==> src/rtl/icache_refill_arbiter_nch.sv <==
// icache_refill_arbiter_nch
// Merges instruction-cache refill requests from NB_CHANNELS sources onto a
// single L1.5 refill port. Channel 0 (demand miss) may optionally take strict
// priority; all other choices are round-robin. A request that is presented but
// not yet granted is locked so the downstream address stays stable. Granted
// channel IDs are queued so in-order responses route back to their issuer.

module icache_refill_arbiter_nch #(
  parameter int NB_CHANNELS       = 2,
  parameter int FETCH_ADDR_WIDTH  = 32,
  parameter int REFILL_DATA_WIDTH = 128,
  parameter int MAX_OUTSTANDING   = 4,
  parameter int PRIO_CH0          = 1
) (
  input  logic                                             clk,
  input  logic                                             rst_n,
  input  logic [NB_CHANNELS-1:0]                           ch_req_i,
  input  logic [NB_CHANNELS-1:0][FETCH_ADDR_WIDTH-1:0]     ch_addr_i,
  output logic [NB_CHANNELS-1:0]                           ch_gnt_o,
  output logic [NB_CHANNELS-1:0]                           ch_r_valid_o,
  output logic [REFILL_DATA_WIDTH-1:0]                     ch_r_data_o,
  output logic                                             arbiter_req_o,
  output logic [FETCH_ADDR_WIDTH-1:0]                      arbiter_addr_o,
  input  logic                                             arbiter_gnt_i,
  input  logic                                             arbiter_r_valid_i,
  input  logic [REFILL_DATA_WIDTH-1:0]                     arbiter_r_data_i,
  output logic [$clog2(MAX_OUTSTANDING+1)-1:0]             outstanding_o,
  output logic                                             rsp_err_o
);

  localparam int IDX_W = $clog2(NB_CHANNELS);
  localparam int PTR_W = (MAX_OUTSTANDING > 1) ? $clog2(MAX_OUTSTANDING) : 1;
  localparam int CNT_W = $clog2(MAX_OUTSTANDING + 1);

  localparam logic [CNT_W-1:0] MAX_CNT  = CNT_W'(MAX_OUTSTANDING);
  localparam logic [PTR_W-1:0] LAST_PTR = PTR_W'(MAX_OUTSTANDING - 1);
  localparam logic [IDX_W-1:0] LAST_CH  = IDX_W'(NB_CHANNELS - 1);

  typedef enum logic {
    ST_FREE,
    ST_LOCKED
  } state_t;

  state_t             state_q, state_d;
  logic [IDX_W-1:0]   lock_idx_q, lock_idx_d;
  logic               lock_rr_q, lock_rr_d;
  logic [IDX_W-1:0]   rr_ptr_q;
  logic [CNT_W-1:0]   count_q;
  logic [PTR_W-1:0]   wr_ptr_q, rd_ptr_q;
  logic [IDX_W-1:0]   id_fifo_q [MAX_OUTSTANDING];
  logic               rsp_err_q;

  logic [IDX_W-1:0]   rr_sel;
  logic [IDX_W-1:0]   rr_cand;
  logic               rr_found;
  logic [IDX_W-1:0]   sel;
  logic               sel_rr;
  logic               grant;
  logic               pop;
  logic [IDX_W-1:0]   head;

  // Round-robin search: first requesting channel at or after rr_ptr, wrapping.
  always_comb begin
    rr_sel   = '0;
    rr_cand  = '0;
    rr_found = 1'b0;
    for (int i = 0; i < NB_CHANNELS; i++) begin
      rr_cand = IDX_W'((int'(rr_ptr_q) + i) % NB_CHANNELS);
      if (!rr_found && ch_req_i[rr_cand]) begin
        rr_found = 1'b1;
        rr_sel   = rr_cand;
      end
    end
  end

  // Lock FSM next state, channel selection and downstream request/grant.
  always_comb begin
    state_d    = state_q;
    lock_idx_d = lock_idx_q;
    lock_rr_d  = lock_rr_q;
    sel        = rr_sel;
    sel_rr     = 1'b1;
    ch_gnt_o   = '0;

    if (state_q == ST_LOCKED) begin
      sel    = lock_idx_q;
      sel_rr = lock_rr_q;
    end else if ((PRIO_CH0 != 0) && ch_req_i[0]) begin
      sel    = '0;
      sel_rr = 1'b0;
    end

    arbiter_req_o  = rst_n && (|ch_req_i) && (count_q < MAX_CNT);
    arbiter_addr_o = ch_addr_i[sel];
    grant          = arbiter_req_o && arbiter_gnt_i;

    if (grant) begin
      ch_gnt_o[sel] = 1'b1;
    end

    if (arbiter_req_o && !arbiter_gnt_i) begin
      state_d    = ST_LOCKED;
      lock_idx_d = sel;
      lock_rr_d  = sel_rr;
    end else if (grant) begin
      state_d = ST_FREE;
    end
  end

  // Response routing: the FIFO head names the channel that owns this response.
  always_comb begin
    head         = id_fifo_q[rd_ptr_q];
    pop          = arbiter_r_valid_i && (count_q != '0);
    ch_r_valid_o = '0;
    if (pop) begin
      ch_r_valid_o[head] = 1'b1;
    end
    ch_r_data_o = arbiter_r_data_i;
  end

  // Lock state register.
  always_ff @(posedge clk or negedge rst_n) begin
    if (!rst_n) begin
      state_q    <= ST_FREE;
      lock_idx_q <= '0;
      lock_rr_q  <= 1'b0;
    end else begin
      state_q    <= state_d;
      lock_idx_q <= lock_idx_d;
      lock_rr_q  <= lock_rr_d;
    end
  end

  // Round-robin pointer moves past the winner only for round-robin grants.
  always_ff @(posedge clk or negedge rst_n) begin
    if (!rst_n) begin
      rr_ptr_q <= '0;
    end else if (grant && sel_rr) begin
      rr_ptr_q <= (sel == LAST_CH) ? '0 : sel + IDX_W'(1);
    end
  end

  // ID FIFO storage and pointers, plus the in-flight count.
  always_ff @(posedge clk or negedge rst_n) begin
    if (!rst_n) begin
      wr_ptr_q <= '0;
      rd_ptr_q <= '0;
      count_q  <= '0;
      for (int i = 0; i < MAX_OUTSTANDING; i++) begin
        id_fifo_q[i] <= '0;
      end
    end else begin
      if (grant) begin
        id_fifo_q[wr_ptr_q] <= sel;
        wr_ptr_q <= (wr_ptr_q == LAST_PTR) ? '0 : wr_ptr_q + PTR_W'(1);
      end
      if (pop) begin
        rd_ptr_q <= (rd_ptr_q == LAST_PTR) ? '0 : rd_ptr_q + PTR_W'(1);
      end
      case ({grant, pop})
        2'b10:   count_q <= count_q + CNT_W'(1);
        2'b01:   count_q <= count_q - CNT_W'(1);
        default: count_q <= count_q;
      endcase
    end
  end

  // Sticky error for a response that arrives with nothing in flight.
  always_ff @(posedge clk or negedge rst_n) begin
    if (!rst_n) begin
      rsp_err_q <= 1'b0;
    end else if (arbiter_r_valid_i && (count_q == '0)) begin
      rsp_err_q <= 1'b1;
    end
  end

  assign outstanding_o = count_q;
  assign rsp_err_o     = rsp_err_q;

endmodule
==> config.mk <==
export PLATFORM = sky130hd
export DESIGN_NAME = icache_refill_arbiter_nch
export DESIGN_NICKNAME = d
export VERILOG_FILES = /design/src/rtl/icache_refill_arbiter_nch.sv
export SDC_FILE = /design/constraint.sdc
export NUM_CORES = 1
export LEC_CHECK = 0
export CAP_MARGIN = 25
export CORE_AREA = 2 2 143 145
export CTS_CLUSTER_SIZE = 10
export DETAILED_ROUTE_END_ITERATION = 12
export DIE_AREA = 0 0 145 147
export GPL_ROUTABILITY_DRIVEN = 0
export SLEW_MARGIN = 20
export SYNTH_ARGS = -nofsm -noshare
export SYNTH_HDL_FRONTEND = slang
export SYNTH_SLANG_ARGS = --single-unit
export TNS_END_PERCENT = 10
==> constraint.sdc <==
create_clock -name clk -period 1.92 [get_ports clk]
set_clock_uncertainty 0.2 [all_clocks]
set_input_delay 0.192 -clock clk [delete_from_list [all_inputs] [get_ports clk]]
set_output_delay 0.192 -clock clk [all_outputs]
set_load 0.01 [all_outputs]
==> impl_metrics.env <==
export IMPL_synth_compound_area_share_pct=3.14
export IMPL_dieHeight_um=147
export IMPL_ys_async_sr_fraction_pct=100
export IMPL_holdWs_ns=0.184
export IMPL_grt_pass1_vias=1761
export IMPL_met1Wirelength_um=2950
export IMPL_status="finished with violations"
export IMPL_fillers=2209
export IMPL_whs_path_depth=0
export IMPL_grt_overflow_total=0
export IMPL_path_clk_slew_ns=0.04
export IMPL_arrival_ns=1.77
export IMPL_vias=1593
export IMPL_dp_final_hpwl_um=8080
export IMPL_hold_start="arbiter_r_data_i[114]"
export IMPL_dr_pass1_iters=4
export IMPL_cts_buffer_depth=2
export IMPL_synthAdderAreaFrac_pct=4.18
export IMPL_timing_fmax_mhz=462
export IMPL_ant_nets=0
export IMPL_synthMuxAreaShare_pct=24.9
export IMPL_fin_tns_setup_ns=-4.79
export IMPL_die_area_sq_um=21300
export IMPL_synth_flop_cell="dfrtp_1"
export IMPL_holdPathEnd="ch_r_data_o[114]"
export IMPL_hold_class="input port to primary output"
export IMPL_power_density_nw_per_um2=1340
export IMPL_diodes=0
export IMPL_violations="setup timing"
export IMPL_synthSimpleGateAreaFrac_pct=4.68
export IMPL_ys_seq_elements=14
export IMPL_endpoint_kind="primary output"
export IMPL_cts_made_buffers=3
export IMPL_peakVddDrop_mv=0.800
export IMPL_layout_setup_ws_ns=-0.247
export IMPL_grt_pass1_wl_um=13300
export IMPL_wl_per_cell_um=18.9
export IMPL_drv_slew=0
export IMPL_route_met2_wl_um=4310
export IMPL_antenna_found_initial=0
export IMPL_leakage_nw=1.35
export IMPL_syn_nets=436
export IMPL_viasPerCell=3.11
export IMPL_postSynthCellCount=231
export IMPL_critical_path_class="register to primary output"
export IMPL_clk_latency_ns=0.24
export IMPL_worstPathRequired_ns=1.53
export IMPL_post_dp_cell_area_sq_um=2880
export IMPL_dr_wl_met3_um=2080
export IMPL_rsz0062_at_grt="yes"
export IMPL_critPathMaxFanout=5
export IMPL_synth_xor_area_share_pct=1.16
export IMPL_final_net_count=449
export IMPL_area_growth_pct=39.6
export IMPL_drcViolationCount=0
export IMPL_start_util_pct=11.5
export IMPL_synthDistinctLibCells=29
export IMPL_final_common_cell="clkdlybuf4s50_1"
export IMPL_io_buffers=110
export IMPL_dr_first_iter_drc_count=45
export IMPL_drt_wl_total_um=9710
export IMPL_synth_edf_count=0
export IMPL_setup_violations=34
export IMPL_htreeDepth=1
export IMPL_rows=52
export IMPL_grt_use_total_pct=8.61
export IMPL_synth_warnings=0
export IMPL_final_util_pct=16.0
export IMPL_drive_gt1_share_pct=50.2
export IMPL_period_share_pct=113
export IMPL_total_power_mw=4.24
export IMPL_final_cell_area_sq_um=3170
export IMPL_io_pins=367
export IMPL_hold_viol=0
export IMPL_maxSlewHeadroom_pct=85.7
export IMPL_highest_layer="met5"
export IMPL_core_area_sq_um=19800
export IMPL_avgSynthCellArea_sq_um=9.84
export IMPL_die_x_um=145
export IMPL_clock_root_buffer="clkbuf_16"
export IMPL_min_period_ns=2.17
export IMPL_clock_sinks=14
export IMPL_tritoncts="done"
export IMPL_worstMarginPinSlew_ns=0.214
export IMPL_r2r_start="outstanding_o[2]$_DFFE_PN0P_"
export IMPL_final_cell_mix="clkdlybuf4s50_1 (70), buf_6 (33), mux2_4 (29), buf_4 (17), dfrtp_1 (13)"
export IMPL_cap_violations=0
export IMPL_r2r_slack_ns=0.03
export IMPL_cp_start_kind="register"
export IMPL_seq_area_frac_synth_pct=15.4
export IMPL_grt_max_degree=15
export IMPL_crit_start="state_q$_DFFE_PN0P_"
export IMPL_rr_worst_depth=9
export IMPL_netlist_area_sq_um=2270
export IMPL_timing_rr_end="outstanding_o[2]$_DFFE_PN0P_"
export IMPL_synth_top_family_by_area="buffers and inverters"
synth_stat cells (4+ instances only):
| cell | count | area [sq um] |
|---|---|---|
| mux2_4 | 25 | 375 |
| ha_1 | 6 | 75.1 |
| dfrtp_1 | 14 | 350 |
| inv_1 | 7 | 26.3 |
| buf_4 | 128 | 961 |
| nor2_1 | 5 | 18.8 |
| mux2_2 | 14 | 158 |
| nand4_1 | 4 | 25.0 |
logic make-up (layout without fill, tap and decap cells):
family                     count (synthesis)  in the layout
buffers and inverters                    140            152
muxes                                     41             41
and+or+nand+nor                           18             18
DFF                                       14             14
AOI/OAI and AO/OA                          8              8
adders and majority gates                  7              7
xor gates and xnor gates                   3              3
where the power goes:
group | switching (mW) | leakage (nW) | total (mW) | internal, mW
Combinational | 1.22 | 1.14 | 3.23 | 2.01
Clock | 0.116 | 0.0442 | 0.431 | 0.315
Sequential | 0.132 | 0.165 | 0.582 | 0.449
state kept, by name, summed over array words and instances, names as in the netlist:
| name | cells |
|---|---|
| wr_ptr_q | 2 |
| state_q | 1 |
| lock_idx_q | 1 |
| outstanding_o | 3 |
| rd_ptr_q | 2 |
| rsp_err_o | 1 |
| id_fifo_q | 4 |
worst max-delay path by stage:
stage / endpoint / slack (ns) / depth (start not counted)
after floorplan: outstanding_o[2]$_DFFE_PN0P_ / 0.002 / 8
after global placement: arbiter_addr_o[10] / -0.53 / 6
after detailed placement: arbiter_addr_o[21] / -0.54 / 6
after CTS: arbiter_addr_o[8] / -0.25 / 8
after global routing: arbiter_addr_o[8] / -0.32 / 8
final: arbiter_addr_o[8] / -0.25 / 8
metal layers:
metal	GRT usage, %	vias to the layer above
met3	8.01	41
met5	1.14	-
li1	-	655
met2	13.0	215
met4	3.07	2
met1	8.19	680
metrics by stage:
stage | cells | setup slack, ns
detailed placement | 497 | -0.537
CTS | 511 | -0.248
global placement | 497 | -0.533
finish | 513 | -0.247
global route | 513 | -0.322
floorplan | 231 | 0.00174
worst max-delay path: stages (launching register included):
cell and delay (ns):
dfrtp_1 0.42, nand2_2 0.12, o21ai_4 0.07, buf_6 0.12, buf_6 0.12, buf_8 0.13
buf_12 0.12, mux2_4 0.30, buf_6 0.14
final cells by class:
type / instances / area (sq um) / share of cell area [%]
Clock buffer: 4 / 88.8 / 2.80
Inverter: 7 / 26.3 / 0.828
Multi-Input combinational cell: 77 / 923 / 29.1
Sequential cell: 14 / 352 / 11.1
Tap cell: 270 / 338 / 10.6
Timing Repair Buffer: 141 / 1450 / 45.5
timing repair:
item / in CTS / in global routing
resized for setup: 180 / 11
hold endpoints to repair: 14 / 0
buffers inserted: 7 / 2
pin swaps: 6 / 1
gates cloned: 3 / 0
setup endpoints to repair: 39 / 38
hold buffers: 1 / 0
(Power assumes the default switching activity.)
